===== config.mk =====
export PLATFORM = sky130hd
export DESIGN_NAME = pwl_activation_interp
export DESIGN_NICKNAME = d
export VERILOG_FILES = /design/src/rtl/pwl_activation_interp.sv
export SDC_FILE = /design/constraint.sdc
export NUM_CORES = 2
export LEC_CHECK = 0
export ABC_AREA = 1
export BUFFER_PORTS_ARGS = -buffer_cell sky130_fd_sc_hd__buf_2
export CORE_MARGIN = 4
export CORE_UTILIZATION = 59
export DETAILED_ROUTE_END_ITERATION = 6
export GPL_TIMING_DRIVEN = 1
export PLACE_DENSITY = 0.77
export SYNTH_ARGS = -nofsm -noshare
export SYNTH_HDL_FRONTEND = slang
export SYNTH_SLANG_ARGS = --single-unit

===== constraint.sdc =====
create_clock -name clk -period 9.1 [get_ports clk]
set_clock_uncertainty 0.05 [all_clocks]
set_input_delay 0.91 -clock clk [delete_from_list [all_inputs] [get_ports clk]]
set_output_delay 0.91 -clock clk [all_outputs]
set_load 0.01 [all_outputs]

===== src/rtl/pwl_activation_interp.sv =====
// Pipelined piecewise-linear activation (tanh / sigmoid) with a run-time loadable
// breakpoint table, odd/complementary symmetry for x < 0 and saturation past the table.
module pwl_activation_interp #(
   parameter int unsigned DATA_W     = 32,
   parameter int unsigned FRAC_W     = 16,
   parameter int unsigned STEP_SHIFT = 14,
   parameter int unsigned ADDR_W     = 4
) (
   input  logic                clk,
   input  logic                rst,
   input  logic                in_valid,
   output logic                in_ready,
   input  logic [DATA_W-1:0]   in_x,
   input  logic                in_mode,
   output logic                out_valid,
   input  logic                out_ready,
   output logic [DATA_W-1:0]   out_y,
   input  logic                tbl_we,
   input  logic [ADDR_W:0]     tbl_addr,
   input  logic [DATA_W-1:0]   tbl_wdata,
   output logic                idle
);

   localparam int unsigned NSEG   = 1 << ADDR_W;
   localparam int unsigned IDX_W  = DATA_W - STEP_SHIFT;
   localparam int unsigned PROD_W = DATA_W + STEP_SHIFT + 2;
   localparam logic [DATA_W-1:0] ONE = DATA_W'(1) << FRAC_W;

   logic [DATA_W-1:0]     tbl_mem [NSEG+1];

   logic                  v1_q, v1_d, v2_q, v2_d, v3_q, v3_d;
   logic                  sign1_q, sign1_d, mode1_q, mode1_d;
   logic [IDX_W-1:0]      idx1_q, idx1_d;
   logic [STEP_SHIFT-1:0] frac1_q, frac1_d;
   logic                  sign2_q, sign2_d, mode2_q, mode2_d, sat2_q, sat2_d;
   logic [STEP_SHIFT-1:0] frac2_q, frac2_d;
   logic [DATA_W-1:0]     base2_q, base2_d, next2_q, next2_d;
   logic [DATA_W-1:0]     out_y_q, out_y_d;

   logic                  advance_c, idle_c, tbl_wr_c, sat_c;
   logic [DATA_W-1:0]     abs_c, f_c, interp_c, y_c;
   logic [ADDR_W-1:0]     seg_c;
   logic signed [DATA_W:0]   d_c;
   logic signed [PROD_W-1:0] p_c;

   assign advance_c = !v3_q || out_ready;
   assign idle_c    = !(v1_q || v2_q || v3_q);
   assign in_ready  = advance_c;
   assign out_valid = v3_q;
   assign out_y     = out_y_q;
   assign idle      = idle_c;

   // Table updates only while the pipeline is empty, so no sample sees a mixed table.
   assign tbl_wr_c = tbl_we && idle_c && (tbl_addr <= (ADDR_W+1)'(NSEG));

   always_ff @(posedge clk) begin
      if (tbl_wr_c) tbl_mem[tbl_addr] <= tbl_wdata;
   end

   // Datapath: S1 magnitude split, S2 table read, S3 interpolate and apply symmetry.
   always_comb begin
      abs_c    = in_x[DATA_W-1] ? (DATA_W'(0) - in_x) : in_x;
      sat_c    = idx1_q >= IDX_W'(NSEG);
      seg_c    = idx1_q[ADDR_W-1:0];
      d_c      = $signed({next2_q[DATA_W-1], next2_q}) - $signed({base2_q[DATA_W-1], base2_q});
      p_c      = PROD_W'(d_c) * PROD_W'($signed({1'b0, frac2_q}));
      interp_c = base2_q + DATA_W'(p_c >>> STEP_SHIFT);
      f_c      = sat2_q ? base2_q : interp_c;
      if (!sign2_q)     y_c = f_c;
      else if (mode2_q) y_c = ONE - f_c;
      else              y_c = DATA_W'(0) - f_c;
   end

   always_comb begin
      v1_d    = v1_q;    v2_d    = v2_q;    v3_d    = v3_q;
      sign1_d = sign1_q; mode1_d = mode1_q; idx1_d  = idx1_q;  frac1_d = frac1_q;
      sign2_d = sign2_q; mode2_d = mode2_q; sat2_d  = sat2_q;  frac2_d = frac2_q;
      base2_d = base2_q; next2_d = next2_q; out_y_d = out_y_q;
      if (advance_c) begin
         v1_d    = in_valid;
         v2_d    = v1_q;
         v3_d    = v2_q;
         sign1_d = in_x[DATA_W-1];
         mode1_d = in_mode;
         idx1_d  = abs_c[DATA_W-1:STEP_SHIFT];
         frac1_d = abs_c[STEP_SHIFT-1:0];
         sign2_d = sign1_q;
         mode2_d = mode1_q;
         sat2_d  = sat_c;
         frac2_d = frac1_q;
         base2_d = sat_c ? tbl_mem[NSEG] : tbl_mem[seg_c];
         next2_d = tbl_mem[{1'b0, seg_c} + (ADDR_W+1)'(1)];
         if (v2_q) out_y_d = y_c;
      end
   end

   always_ff @(posedge clk or posedge rst) begin
      if (rst) begin
         v1_q    <= 1'b0; v2_q    <= 1'b0; v3_q    <= 1'b0;
         sign1_q <= 1'b0; mode1_q <= 1'b0; idx1_q  <= '0;   frac1_q <= '0;
         sign2_q <= 1'b0; mode2_q <= 1'b0; sat2_q  <= 1'b0; frac2_q <= '0;
         base2_q <= '0;   next2_q <= '0;   out_y_q <= '0;
      end else begin
         v1_q    <= v1_d;    v2_q    <= v2_d;    v3_q    <= v3_d;
         sign1_q <= sign1_d; mode1_q <= mode1_d; idx1_q  <= idx1_d;  frac1_q <= frac1_d;
         sign2_q <= sign2_d; mode2_q <= mode2_d; sat2_q  <= sat2_d;  frac2_q <= frac2_d;
         base2_q <= base2_d; next2_q <= next2_d; out_y_q <= out_y_d;
      end
   end

endmodule


==> flow_summary_export.csv <==
group,metric,value,unit
status,status,"finished with violations",
status,violations,"setup timing",
grt,grt_pass1_vias,46918,
timing,drv_slew,0,
synth,yosysSeqAreaShare,38.1,%
floorplan,initial_core_util,59.6,%
setup_path,endpoint_kind,"register",
setup_path,critPathMaxStageDelay,0.52,ns
timing,fin_crit,9.75,ns
hold_path,hold_path_class,"in -> async",
grt,antenna_found_initial,11,
routing,ant_nets,0,
timing,slew_headroom,29.7,%
timing,setup_viol,25,
timing,rsz0062_at_grt,"yes",
setup_path,crit_top_cell,"nand2_1",
grt,grt_pass1_wl,262000,um
clock_network,cts_sinks,694,
routing,firstDrtPassIters,7,
timing,worst_pin_slew,1.05,ns
place,io_buffers,109,
grt,gr-total-overflow,0,
floorplan,fp.dieW,307,um
place,gp_congestion,1.02,
clock_network,cts_buffers,73,
setup_path,start_kind,"register",
synth,synth_fp_nets,6812,
timing,hold_viol,0,
synth,synth_edf_count,544,
floorplan,row_count,109,
synth,synthTopCellsByArea,"edfxtp_1 (31%), fa_1 (16%), dfrtp_1 (7.1%), nor2_1 (7.0%), o21ai_0 (6.6%)",
timing,worst_slack,-0.653,ns
synth,synth_top_cell_by_area,"edfxtp_1",
floorplan,fp.dieH,307,um
floorplan,coreArea,88500,um^2
floorplan,dieArea,94300,um^2
timing,period_share,107,%
synth,syn_inst,6152,
synth,async_flop_share,21.6,%
clock_network,cts_root_buf,"clkbuf_16",
timing,fmaxAchievable,103,MHz
routing,initialDrtViolationCount,6126,
timing,finalHoldWorstSlack,0.327,ns
final_layout,drive_above_1_share,21.2,%
setup_path,crit_path_max_fanout,4,
setup_path,criticalPathCategory,"reg -> reg",
final_layout,syn_to_final_growth,19.9,%
synth,ys_ff_latch,694,
clock_network,clock_latency,0.63,ns
setup_path,cp_num_buf_inv,13,
clock_network,htreeDepth,3,
synth,synth_top_area_share,30.9,%
setup_path,cp.arrival,10.26,ns
clock_network,clock_path_buffers,3,
synth,ys_types,70,
synth,synth_area,52800,um^2
setup_path,required,9.61,ns
final_layout,finalNonFillerCells,7926,
place,dp_hpwl,119000,um
clock_network,clk_pin_slew,0.06,ns
clock_network,cts_tree,"yes",
run,cap_viol_max_count,0,
setup_path,critPathTopFamily,"adder cells",
floorplan,io_pins,110,
routing,route.detailed.drc,0,
setup_path,cp_slowest_cell,"fa_2",
final_layout,final_util,71.5,%
place,placedCellCount,7714,
grt,track_usage,35.9,%
synth,syn_avg_cell_area,8.58,um^2
routing,vias,47898,
routing,routed_via_density,6.04,
timing,setup_tns,-10.84,ns
routing,detail_route.wl_per_cell,21.8,um
routing,wl,173000,um
synth,synth_ff_type,"edfxtp_1",
final_layout,nNetsFinal,7359,
grt,grt_max_degree,262,
synth,ys_warn_count,0,
[state kept, by name, summed over array words and instances, names as in the netlist]
signal     cells
sat2_q         1
out_y         32
next2_q       32
mode2_q        1
frac2_q       14
v1_q           1
frac1_q       14
sign1_q        1
tbl_mem      544
v2_q           1
mode1_q        1
sign2_q        1
base2_q       32
idx1_q        18
out_valid      1
[worst register-to-register path, delay by kind of cell, from the launching register on]
| kind | cells | cell delay, ns |
|---|---|---|
| fa+ha+maj | 9 | 3.62 |
| xor+xnor | 2 | 0.33 |
| flops | 1 | 0.39 |
| buf+inv | 13 | 1.27 |
| compound gates | 11 | 1.67 |
| simple gates | 26 | 2.39 |
[stage by stage]
stage	setup slack (ns)	area, um^2
after CTS	-0.313	62200
after global routing	-1.10	63300
after floorplan	0.00846	53100
final	-0.653	63300
after detailed placement	-0.948	58700
after global placement	-0.785	58700
[cell usage in the layout (no fill, tap or decap), drive strengths merged, types with 28 or more instances in the layout]
cell type and instances:
xnor2 28, or2 28, dfrtp 150, inv 802
clkbuf 93, o21ai 723, ha 172, o22ai 246
a21oi 296, fa 413, nand4 31, xor2 64
edfxtp 544, clkinv 30, buf 789, nand2 929
nand3 212, nor2 1019
[path summary, 6_finish.rpt]
kind                            slack (ns)  cells past startpoint         end  startpoint
worst max-delay path                 -0.65                     61   out_y[30]  base2_q[2]
worst min-delay path                  0.33                      2   idx1_q[6]         rst
worst max register to register       -0.65                     61   out_y[30]  base2_q[2]
worst min register to register        0.43                      2   out_y[29]   out_y[29]
max in group asynchronous             7.11                      3  frac1_q[2]         rst
min in group clk                      0.43                      2   out_y[29]   out_y[29]
[final cells by class]
type	count	area, um^2
multi-input cells	4336	30500
fillers	6429	25200
flip-flops and latches	694	20100
repair buffers	789	5830
inverters	805	3080
clock buffers	93	1920
well taps	1165	1460
clock inverters	39	408
diodes	5	12.5
[kinds of logic after synthesis]
| kind of cell | after synthesis | share of synthesized area (%) |
|---|---|---|
| AOI/OAI and AO/OA | 1390 | 14.8 |
| xor gates and xnor gates | 92 | 1.58 |
| adders and majority gates | 585 | 19.7 |
| buffers and inverters | 1122 | 8.06 |
| DFF | 694 | 38.1 |
| and+or+nand+nor | 2269 | 17.8 |
[per-layer routing]
layer  vias up  wire length, um  GRT usage, %
met4        14            10700          18.5
met1     22680            61700          45.1
met5         -              101             0
li1      21460                -             -
met2      3053            81200          59.3
met3       691            19300          7.57
[Yosys cell counts, types with 18 or more instances]
cell      instances
a21oi_1         289
a32o_1           24
buf_1            22
buf_2            18
clkbuf_1        272
dfrtp_1         150
edfxtp_1        544
fa_1            413
ha_1            172
inv_1           773
inv_2            26
nand2_1         897
nand2_2          30
nand3_1         200
nand4_1          30
nor2_1          985
nor2_2           27
o21ai_0         696
o22ai_1         246
or2_2            24
xnor2_1          28
xor2_1           62
[repair_timing]
action,4_1_cts,5_1_grt
hold buffers,0,0
pin swaps,109,131
gates resized for setup,220,212
setup buffers,40,38
setup endpoints to repair,27,30
Power is not shown: default switching activity piles up to over one toggle a cycle in this logic, so the estimate is an artifact.
